## src/rtl/flappy_pkg.sv

```systemverilog
// Shared types and constants for the flappy judge stage: game states, pipe
// word field positions, default geometry and 12-bit signed coordinate helpers.
package flappy_pkg;

  typedef enum logic [1:0] {
    IDLE    = 2'd0,
    PLAYING = 2'd1,
    DYING   = 2'd2,
    OVER    = 2'd3
  } game_state_t;

  localparam int NUM_PIPES = 3;

  // Pipe word layout: {x[19:10], gap_top[9:0]}.
  localparam int PIPE_X_HI = 19;
  localparam int PIPE_X_LO = 10;
  localparam int GAP_HI    = 9;
  localparam int GAP_LO    = 0;

  localparam logic [9:0] DEF_BIRD_X    = 10'd100;
  localparam logic [9:0] DEF_BIRD_SIZE = 10'd16;
  localparam logic [9:0] DEF_PIPE_W    = 10'd40;
  localparam logic [9:0] DEF_GAP_H     = 10'd80;
  localparam logic [9:0] DEF_SCREEN_H  = 10'd480;

  localparam logic [11:0] SCORE_MAX = 12'h999;

  // Geometry is compared in 12-bit signed so sums never wrap.
  typedef logic signed [11:0] coord_t;

  function automatic coord_t zext(input logic [9:0] v);
    return coord_t'({2'b00, v});
  endfunction

  function automatic coord_t sext(input logic signed [9:0] v);
    return coord_t'({{2{v[9]}}, v});
  endfunction

endpackage

```

## src/rtl/collision_scorer_if.sv

```systemverilog
// Frame bus between the game controller / renderer and the collision scorer.
interface collision_scorer_if;
  import flappy_pkg::*;

  logic [1:0]                  buttons;
  logic signed [9:0]           bird;
  logic [NUM_PIPES-1:0][19:0]  pipes;
  game_state_t                 gameState;
  logic [11:0]                 score;
  logic [11:0]                 hiscore;
  logic                        collide;

  modport master (
    output buttons, bird, pipes,
    input  gameState, score, hiscore, collide
  );

  modport slave (
    input  buttons, bird, pipes,
    output gameState, score, hiscore, collide
  );

endinterface

```

## src/rtl/bcd_counter3.sv

```systemverilog
// Three-digit packed-BCD counter with synchronous clear, saturation at 999 and
// a greater-than comparison against an external BCD value.
module bcd_counter3
  import flappy_pkg::*;
(
  input  logic        clk,
  input  logic        rst_n,
  input  logic        clr_i,
  input  logic        inc_i,
  input  logic [11:0] cmp_i,
  output logic [11:0] count_o,
  output logic        gt_o
);

  logic [11:0] count_q, count_d;

  // NOTE: count_d is defaulted before any branch so every path assigns it and no latch is inferred.
  always_comb begin
    count_d = count_q;
    if (clr_i) begin
      count_d = '0;
    end else if (inc_i && (count_q != SCORE_MAX)) begin
      if (count_q[3:0] == 4'd9) begin
        count_d[3:0] = 4'd0;
        if (count_q[7:4] == 4'd9) begin
          count_d[7:4]  = 4'd0;
          count_d[11:8] = count_q[11:8] + 4'd1;
        end else begin
          count_d[7:4] = count_q[7:4] + 4'd1;
        end
      end else begin
        count_d[3:0] = count_q[3:0] + 4'd1;
      end
    end
  end

  // NOTE: sequential state is written with non-blocking assignments so all flops update together.
  always_ff @(posedge clk or negedge rst_n) begin
    if (!rst_n) count_q <= '0;
    else        count_q <= count_d;
  end

  // Packed BCD orders the same way as binary, so a plain compare is exact.
  assign gt_o    = count_q > cmp_i;
  assign count_o = count_q;

endmodule

```

## src/rtl/collision_scorer.sv

```systemverilog
// Frame-rate judge: collision and pass detection, game FSM and BCD score.
// Build option FLAPPY_HISCORE_EN adds the best-score register; otherwise hiscore reads 0.
module collision_scorer
  import flappy_pkg::*;
#(
  parameter logic [9:0] BIRD_X       = DEF_BIRD_X,
  parameter logic [9:0] BIRD_SIZE    = DEF_BIRD_SIZE,
  parameter logic [9:0] PIPE_W       = DEF_PIPE_W,
  parameter logic [9:0] GAP_H        = DEF_GAP_H,
  parameter logic [9:0] SCREEN_H     = DEF_SCREEN_H,
  parameter int         DEATH_FRAMES = 60
) (
  input  logic               clk,
  input  logic               rst_n,
  collision_scorer_if.slave  bus
);

  localparam coord_t BX = zext(BIRD_X);
  localparam coord_t BS = zext(BIRD_SIZE);
  localparam coord_t PW = zext(PIPE_W);
  localparam coord_t GH = zext(GAP_H);
  localparam coord_t SH = zext(SCREEN_H);

  localparam int                CNT_W      = (DEATH_FRAMES > 1) ? $clog2(DEATH_FRAMES) : 1;
  localparam logic [CNT_W-1:0]  DEATH_LOAD = CNT_W'(DEATH_FRAMES - 1);

  // ---------------------------------------------------------------- buttons
  logic [1:0] jump_sr_q, restart_sr_q;
  logic       jump_edge, restart_edge;

  always_ff @(posedge clk or negedge rst_n) begin
    if (!rst_n) begin
      jump_sr_q    <= '0;
      restart_sr_q <= '0;
    end else begin
      jump_sr_q    <= {jump_sr_q[0], bus.buttons[1]};
      restart_sr_q <= {restart_sr_q[0], bus.buttons[0]};
    end
  end

  assign jump_edge    = (jump_sr_q == 2'b01);
  assign restart_edge = (restart_sr_q == 2'b01);

  // ---------------------------------------------------------------- geometry
  coord_t bird_w;
  coord_t pipe_x, gap_top;
  logic   occupied, h_overlap, v_hit;
  logic   hit_any, at_line, bounds, collide_d;

  assign bird_w = sext(bus.bird);

  always_comb begin
    pipe_x    = '0;
    gap_top   = '0;
    occupied  = 1'b0;
    h_overlap = 1'b0;
    v_hit     = 1'b0;
    hit_any   = 1'b0;
    at_line   = 1'b0;
    for (int i = 0; i < NUM_PIPES; i++) begin
      pipe_x    = zext(bus.pipes[i][PIPE_X_HI:PIPE_X_LO]);
      gap_top   = zext(bus.pipes[i][GAP_HI:GAP_LO]);
      occupied  = |bus.pipes[i];
      h_overlap = (pipe_x < BX + BS) && (pipe_x + PW > BX);
      v_hit     = (bird_w < gap_top) || (bird_w + BS > gap_top + GH);
      if (occupied && h_overlap && v_hit) hit_any = 1'b1;
      if (occupied && (pipe_x == BX - PW)) at_line = 1'b1;
    end
  end

  assign bounds    = (bird_w < 12'sd0) || (bird_w + BS > SH);
  assign collide_d = hit_any | bounds;

  // ---------------------------------------------------------------- FSM
  game_state_t       state_q;
  logic [CNT_W-1:0]  death_cnt_q;
  logic              at_line_q, collide_q;

  always_ff @(posedge clk or negedge rst_n) begin
    if (!rst_n) begin
      state_q     <= IDLE;
      death_cnt_q <= '0;
      at_line_q   <= 1'b0;
      collide_q   <= 1'b0;
    end else begin
      at_line_q <= at_line;
      collide_q <= collide_d;
      case (state_q)
        IDLE:    if (jump_edge) state_q <= PLAYING;
        PLAYING: if (collide_q) begin
                   state_q     <= DYING;
                   death_cnt_q <= DEATH_LOAD;
                 end
        DYING:   if (death_cnt_q == '0) state_q <= OVER;
                 else                   death_cnt_q <= death_cnt_q - CNT_W'(1);
        OVER:    if (restart_edge) state_q <= IDLE;
        default: state_q <= IDLE;
      endcase
    end
  end

  // ---------------------------------------------------------------- score
  logic        pass, score_clr, score_inc, score_gt;
  logic [11:0] score_w, hiscore_w;

  // A pipe held on the line for several frames scores once; any collision blocks the point.
  assign pass      = at_line & ~at_line_q;
  assign score_clr = (state_q == IDLE) && jump_edge;
  assign score_inc = (state_q == PLAYING) && pass && !collide_d && !collide_q;

  bcd_counter3 u_score (
    .clk     (clk),
    .rst_n   (rst_n),
    .clr_i   (score_clr),
    .inc_i   (score_inc),
    .cmp_i   (hiscore_w),
    .count_o (score_w),
    .gt_o    (score_gt)
  );

`ifdef FLAPPY_HISCORE_EN
  logic [11:0] hiscore_q;
  logic        over_entry;

  assign over_entry = (state_q == DYING) && (death_cnt_q == '0);

  always_ff @(posedge clk or negedge rst_n) begin
    if (!rst_n)                       hiscore_q <= '0;
    else if (over_entry && score_gt)  hiscore_q <= score_w;
  end

  assign hiscore_w = hiscore_q;
`else
  logic unused_score_gt;
  assign unused_score_gt = score_gt;
  assign hiscore_w       = '0;
`endif

  assign bus.gameState = state_q;
  assign bus.score     = score_w;
  assign bus.hiscore   = hiscore_w;
  assign bus.collide   = collide_q;

endmodule

```

## src/flat_wrapper.sv

```systemverilog
// flat-port wrapper written by rule: the top's interface ports become plain ports
module collision_scorer_flat import flappy_pkg::*;
#(
  parameter logic [9:0] BIRD_X       = DEF_BIRD_X,
  parameter logic [9:0] BIRD_SIZE    = DEF_BIRD_SIZE,
  parameter logic [9:0] PIPE_W       = DEF_PIPE_W,
  parameter logic [9:0] GAP_H        = DEF_GAP_H,
  parameter logic [9:0] SCREEN_H     = DEF_SCREEN_H,
  parameter int         DEATH_FRAMES = 60
)
  (clk, rst_n, bus_buttons, bus_bird, bus_pipes, bus_gameState, bus_score, bus_hiscore, bus_collide);
  collision_scorer_if bus_i ();
  input  logic clk;
  input  logic rst_n;
  input wire logic [$bits(bus_i.buttons)-1:0] bus_buttons;
  input wire logic [$bits(bus_i.bird)-1:0] bus_bird;
  input wire logic [$bits(bus_i.pipes)-1:0] bus_pipes;
  output wire logic [$bits(bus_i.gameState)-1:0] bus_gameState;
  output wire logic [$bits(bus_i.score)-1:0] bus_score;
  output wire logic [$bits(bus_i.hiscore)-1:0] bus_hiscore;
  output wire logic [$bits(bus_i.collide)-1:0] bus_collide;
  assign bus_i.buttons = bus_buttons;
  assign bus_i.bird = bus_bird;
  assign bus_i.pipes = bus_pipes;
  assign bus_gameState = bus_i.gameState;
  assign bus_score = bus_i.score;
  assign bus_hiscore = bus_i.hiscore;
  assign bus_collide = bus_i.collide;
  collision_scorer #(.BIRD_X(BIRD_X), .BIRD_SIZE(BIRD_SIZE), .PIPE_W(PIPE_W), .GAP_H(GAP_H), .SCREEN_H(SCREEN_H), .DEATH_FRAMES(DEATH_FRAMES)) u_core (.clk(clk), .rst_n(rst_n), .bus(bus_i));
endmodule
```

## config.mk

```make
export PLATFORM = sky130hd
export DESIGN_NAME = collision_scorer_flat
export DESIGN_NICKNAME = d
export VERILOG_FILES = /design/src/rtl/flappy_pkg.sv /design/src/rtl/collision_scorer_if.sv /design/src/rtl/bcd_counter3.sv /design/src/rtl/collision_scorer.sv /design/src/flat_wrapper.sv
export SDC_FILE = /design/constraint.sdc
export NUM_CORES = 1
export LEC_CHECK = 0
export ABC_AREA = 1
export BUFFER_PORTS_ARGS = -buffer_cell sky130_fd_sc_hd__buf_2
export CELL_PAD_IN_SITES_DETAIL_PLACEMENT = 0
export CELL_PAD_IN_SITES_GLOBAL_PLACEMENT = 1
export CORE_ASPECT_RATIO = 0.9
export CORE_MARGIN = 3
export CORE_UTILIZATION = 37
export DETAILED_ROUTE_END_ITERATION = 8
export HOLD_SLACK_MARGIN = 0.12
export MAX_ROUTING_LAYER = met4
export PLACE_DENSITY = 0.82
export SYNTH_ARGS = -nofsm -noshare
export SYNTH_HDL_FRONTEND = slang
export SYNTH_SLANG_ARGS = --single-unit
```

## constraint.sdc

```tcl
create_clock -name clk -period 1.9 [get_ports clk]
set_clock_uncertainty 0.15 [all_clocks]
set_input_delay 0.285 -clock clk [delete_from_list [all_inputs] [get_ports clk]]
set_output_delay 0.285 -clock clk [all_outputs]
set_load 0.01 [all_outputs]
```

# Word level (Yosys, flattened, before mapping)
# Index checks and enable logic that the tools add are counted.
[word_totals]
regBits = 26
input_bits = 74
wordCells = 109
out_inout_bits = 27
[op_classes]
muxes = 20
order_cmp = 14
n_bitwise = 3
n_addsub = 11
eq_ne = 16
reduce_logical = 36
[op_table]
columns = ["operator", "n"]
rows = [
  ["$reduce_or A20 Y1", 3],
  ["$add A10 B6 Y11 const B", 4],
  ["$gt A12 B12 Y1", 3],
  ["$gt A12 B8 Y1 const B", 3],
  ["$add A10 B7 Y11 const B", 3],
  ["$lt A10 B11 Y1", 3],
  ["$eq A10 B7 Y1 const B", 3],
  ["$lt A10 B7 Y1 const B", 3],
  ["$mux W12", 2],
  ["$logic_and A1 B1 Y1", 17],
  ["$add A4 B1 Y4 const B", 3],
  ["$gt A12 B10 Y1 const B", 1],
  ["$mux W4", 3],
  ["$mux W6", 2],
  ["$ne A12 B12 Y1 const B", 1],
  ["$pmux W6 S2", 1],
  ["$lt A10 B1 Y1 const B", 1],
  ["$eq A4 B4 Y1 const B", 2],
  ["$mux W2", 4],
  ["$mux W8", 1],
  ["$ne A2 B1 Y1 const B", 4],
  ["$pmux W2 S4", 1],
  ["$reduce_bool A2 Y1", 4],
  ["$eq A2 B1 Y1 const B", 3],
  ["other kinds (14)", 25],
]

# Logic depth before layout (Yosys ltp)
[depth]
ltp_word = 15
ltp_mapped = 23
ltp_nobuf = 22

# Modules after synthesis
# From an unflattened synthesis, not the netlist that was laid out.
[hier_totals]
hier_cells = 595
hier_area_um2 = 3967.6
[modules_own_cells]
columns = ["module", "area_each_um2", "cells_per_inst", "n_inst"]
rows = [
  ["collision_scorer", 2912.8, 452, 1],
  ["bcd_counter3", 1054.8, 143, 1],
]

# Least setup slack after synthesis
# Ideal clock, no wire load.
[synth_timing]
path_type = "input-to-reg"
from = "input bus_pipes[4]"
to = "register u_core.u_score.count_q[4] (netlist: u_core.u_score.count_o[4])"
slack_ps = -577
path_buffers = 1
cell_stages = 19
setup_ps = 117
t_arrival_ps = 2210
required_ps = 1633
cell_sequence = "ha_1 > or2_2 > nand2_1 > xor2_1 > ha_1 > nand2_1 > nor2_1 > nand3_1 > nand2_1 > inv_1 > nand2_1 > nand3_1 > a21oi_2 > nand3_4 > nand2_4 > buf_8 > nand2_4 > nand2_1 > nand2_1"
[synth_between]
elab_chain_cells = 14
word_cells_on_any_way = 23
[synth_rtl]
columns = ["item", "line_no", "text"]
rows = [
  ["start: declaration", "flat_wrapper.sv:17", "input wire logic [$bits(bus_i.pipes)-1:0] bus_pipes;"],
  ["$add A10 B7 Y11", "collision_scorer.sv:65", "v_hit = (bird_w < gap_top) || (bird_w + BS > gap_top + GH);"],
  ["$gt A12 B12 Y1", "collision_scorer.sv:65", ""],
  ["$logic_or A1 B1 Y1", "collision_scorer.sv:65", ""],
  ["$logic_and A1 B1 Y1", "collision_scorer.sv:66", "if (occupied && h_overlap && v_hit) hit_any = 1'b1;"],
  ["$mux W1 (3 in a row)", "collision_scorer.sv:66", ""],
  ["$or A1 B1 Y1", "collision_scorer.sv:72", "assign collide_d = hit_any | bounds;"],
  ["$logic_not A1 Y1", "collision_scorer.sv:109", "assign score_inc = (state_q == PLAYING) && pass && !collide_d && !collide_q;"],
  ["$logic_and A1 B1 Y1 * (2 in a row)", "collision_scorer.sv:109", ""],
  ["$logic_and A1 B1 Y1 *", "bcd_counter3.sv:22", "end else if (inc_i && (count_q != SCORE_MAX)) begin"],
  ["$reduce_bool A2 Y1 (no source line) *", "-", ""],
  ["$reduce_and A2 Y1 (no source line) *", "-", ""],
  ["end signal: assignment", "bcd_counter3.sv:40", "else count_q <= count_d;"],
  ["end: declaration", "bcd_counter3.sv:15", "logic [11:0] count_q, count_d;"],
]
# Every way passes the cells marked *; elsewhere a longest branch is shown, timed or not.
# A chain may end at the register's enable or synchronous reset.

# Worst setup path after layout
[layout_timing]
from = "input bus_pipes[5]"
to = "register u_core.u_score.count_q[6] (netlist: u_core.u_score.count_o[6])"
# The elaborated chain is that of the path after synthesis.

==> results.yml <==
outcome:
  outcome: "finished with violations"
  violations: "negative setup slack"
routing:
  vias_per_cell: 4.71
  drtIter0Drc: 188
  vias: 3990
  drc: 0
  finalWirelength_um: 10300
  firstDrtPassIters: 4
  postRouteAntennaNets: 0
  wl_per_cell_um: 12.2
job:
  cap_viol_max_count: 0
clocking:
  htreeDepth: 1
  cts_buffer_depth: 2
  cts_tree: "built"
  root_buffer: "clkbuf_8"
  clk_latency_ns: 0.27
  cts_made_buffers: 3
  cts_sinks: 26
  path_clk_slew_ns: 0.09
pwr:
  pwr-share-comb_pct: 63.2
  p_seq_share_pct: 25.3
  powerDensity_nw_per_um2: 512
  peakVddDrop_mv: 0.488
  p_clk_share_pct: 11.5
  power_switching_mw: 1.18
  p_total_mw: 2.72
  switching_share_pct: 43.4
  intPower_mw: 1.54
  leakagePower_nw: 3.09
yosys:
  synth_area_leaders: "ha_1 23%, dfrtp_1 18%, nand2_1 13%"
  synthSimpleGateAreaFrac_pct: 30.9
  synth_seq_area_share_pct: 17.7
  synth-xor-area-share_pct: 4.52
  synth_fa_ha_area_share_pct: 23.1
  ys.flop_type: "dfrtp_1"
  synth.distinct_cells: 40
  synth-seq-cells: 26
  muxShareOfSynthArea_pct: 0
  async_reset_ff_share_pct: 100
  synth-compound-area-share_pct: 9.45
  synth_top_area_cell: "ha_1"
  syn_inst: 554
  synth_top_family_by_area: "simple AND/OR/NAND/NOR gates"
  synth_edf_count: 0
  yosysWarningCount: 0
  synth_area_per_cell_sq_um: 6.64
  synth_top_area_share_pct: 23.1
  synthesis.area_sq_um: 3680
finish:
  drive_gt1_share_pct: 33.8
  num_antenna_cells: 0
  area_delta_synth_final_pct: 44.3
  layout.nets: 869
  final_cell_mix: "118 x nand2_1, 96 x inv_1, 80 x buf_2"
  fin_util_pct: 56.4
  layout_commonest_cell: "nand2_1"
  final-instance-count-excl-fill: 847
  finalInstanceArea_sq_um: 5310
  fillCellCount: 895
placed_design:
  place_area_sq_um: 4830
  portBuffers: 88
  dp.cells: 839
  place_congestion: 0.883
  dp_slack_ns: -0.955
  dpl.hpwl_um: 8650
timing:
  period_share_pct: 125
  tightest_slew_ns: 0.598
  finalSetupTns_ns: -5.69
  rsz0062_at_grt: "yes"
  final-setup-viol-count: 13
  drv_slew: 0
  fmax_mhz: 421
  hold_violations: 0
  timing.final.ws_setup_ns: -0.474
  period_needed_ns: 2.37
  max_slew_margin_pct: 60.1
  hold-worst-slack_ns: 0.232
critical_path:
  worstPathArrival_ns: 2.39
  r2r_slack_ns: -0.02
  end_kind: "flop"
  reg2reg_depth: 10
  r2r-end: "u_core.u_score.count_o[9]$_DFFE_PN0P_"
  r2r-start: "u_core.u_score.count_o[5]$_DFFE_PN0P_"
  crit_path_start_kind: "primary input"
  critPathMaxFanout: 8
  path_class: "primary input to flop"
  required_ns: 1.92
floorplan:
  fp-row-count: 33
  die-area_sq_um: 11200
  core_area_sq_um: 9410
  die_h_um: 101
  fp.dieW_um: 111
  start_util_pct: 39.1
  ios: 101
min_path:
  hold_path_startpoint: "u_core.jump_sr_q[0]$_DFF_PN0_"
  hold_end: "u_core.jump_sr_q[1]$_DFF_PN0_"
  hold_path_depth: 0
  hp-class: "flop to flop"
global_route:
  grt_pass1_vias: 3784
  grt_max_degree: 27
  antenna_found_initial: 0
  grt_pass1_wl_um: 16500
  grtUsageTotal_pct: 18.0
  overflow: 0
==> power groups by stage <==
stage          combinational, mW  sequential (mW)  clock (mW)
2_1_floorplan              0.881            0.748           0
3_3_place_gp                1.51            0.696           0
3_5_place_dp                1.55            0.698           0
4_1_cts                     1.60            0.687       0.319
5_1_grt                     1.97            0.698       0.337
6_report                    1.72            0.687       0.313
==> worst max path at each step <==
stage	slack [ns]	startpoint	depth (start not counted)	end
finish	-0.47	bus_pipes[5]	19	u_core.u_score.count_o[6]$_DFFE_PN0P_
global route	-0.58	bus_pipes[4]	18	u_core.u_score.count_o[8]$_DFFE_PN0P_
CTS	-0.49	bus_pipes[5]	19	u_core.u_score.count_o[6]$_DFFE_PN0P_
detailed placement	-0.95	bus_pipes[4]	19	u_core.u_score.count_o[9]$_DFFE_PN0P_
global placement	-0.91	bus_pipes[4]	19	u_core.u_score.count_o[9]$_DFFE_PN0P_
floorplan	-0.47	bus_pipes[4]	19	u_core.u_score.count_o[4]$_DFFE_PN0P_
==> critical path: stages <==
cell and delay [ns]:
buf_8 0.10, ha_4 0.15, or2_4 0.23, nand2_2 0.06, xor2_1 0.08, ha_1 0.29, nand2_2 0.06, nor2_1 0.09
nand3_1 0.11, nand2_1 0.08, inv_1 0.04, nand2_1 0.07, nand3_2 0.09, a21oi_4 0.21, nand3_4 0.12, nand2_8 0.13
nand2_4 0.07, nand2_2 0.08, nand2_2 0.05
==> what timing repair did <==
item	in CTS	in global routing
setup endpoints to repair	13	16
cloned	0	0
setup buffers	2	1
endpoints found under the hold margin	28	0
gates resized for setup	26	67
hold buffers	3	0
pin swaps	23	40
==> Yosys cell counts, types with 2 or more instances <==
library cell,instances
nand2_1,130
inv_1,108
ha_1,68
nor2_1,44
nand3_1,40
a21oi_1,29
dfrtp_1,26
xor2_1,17
o21ai_0,16
buf_4,12
nand4_1,12
nor3_1,8
nor4_1,4
a21o_1,3
or2_2,3
nand2_2,2
nand2_4,2
nand3_2,2
nor3b_1,2
o2111ai_1,2
o211ai_1,2
o21ai_1,2
or2_1,2
xnor2_1,2
==> final cells by class <==
type / count / area [sq um] / area share (%)
clock buffers: 3 / 41.3 / 0.777
well taps: 122 / 153 / 2.87
multi-input cells: 415 / 2900 / 54.7
inverters: 111 / 423 / 7.96
repair buffers: 170 / 1140 / 21.5
flip-flops and latches: 26 / 651 / 12.2
==> registers in the layout, summed over array words and instances (netlist names) <==
name / cells
u_core.u_score.count_o: 12
u_core.death_cnt_q: 6
u_core.bus.gameState: 2
u_core.jump_sr_q: 2
u_core.restart_sr_q: 2
u_core.at_line_q: 1
u_core.bus.collide: 1
==> routing by layer <==
metal / track usage, % / wire length [um]
met4: 1.22 / 53
met2: 31.2 / 4980
met5: - / 0
met3: 2.28 / 409
met1: 23.8 / 4850
==> logic make-up after synthesis <==
family          Yosys count
other cells               1
xor+xnor                 19
compound gates           61
buf+inv                 124
simple gates            255
flops                    26
fa+ha+maj                68
Note: power is estimated with default switching activity, not from simulation.
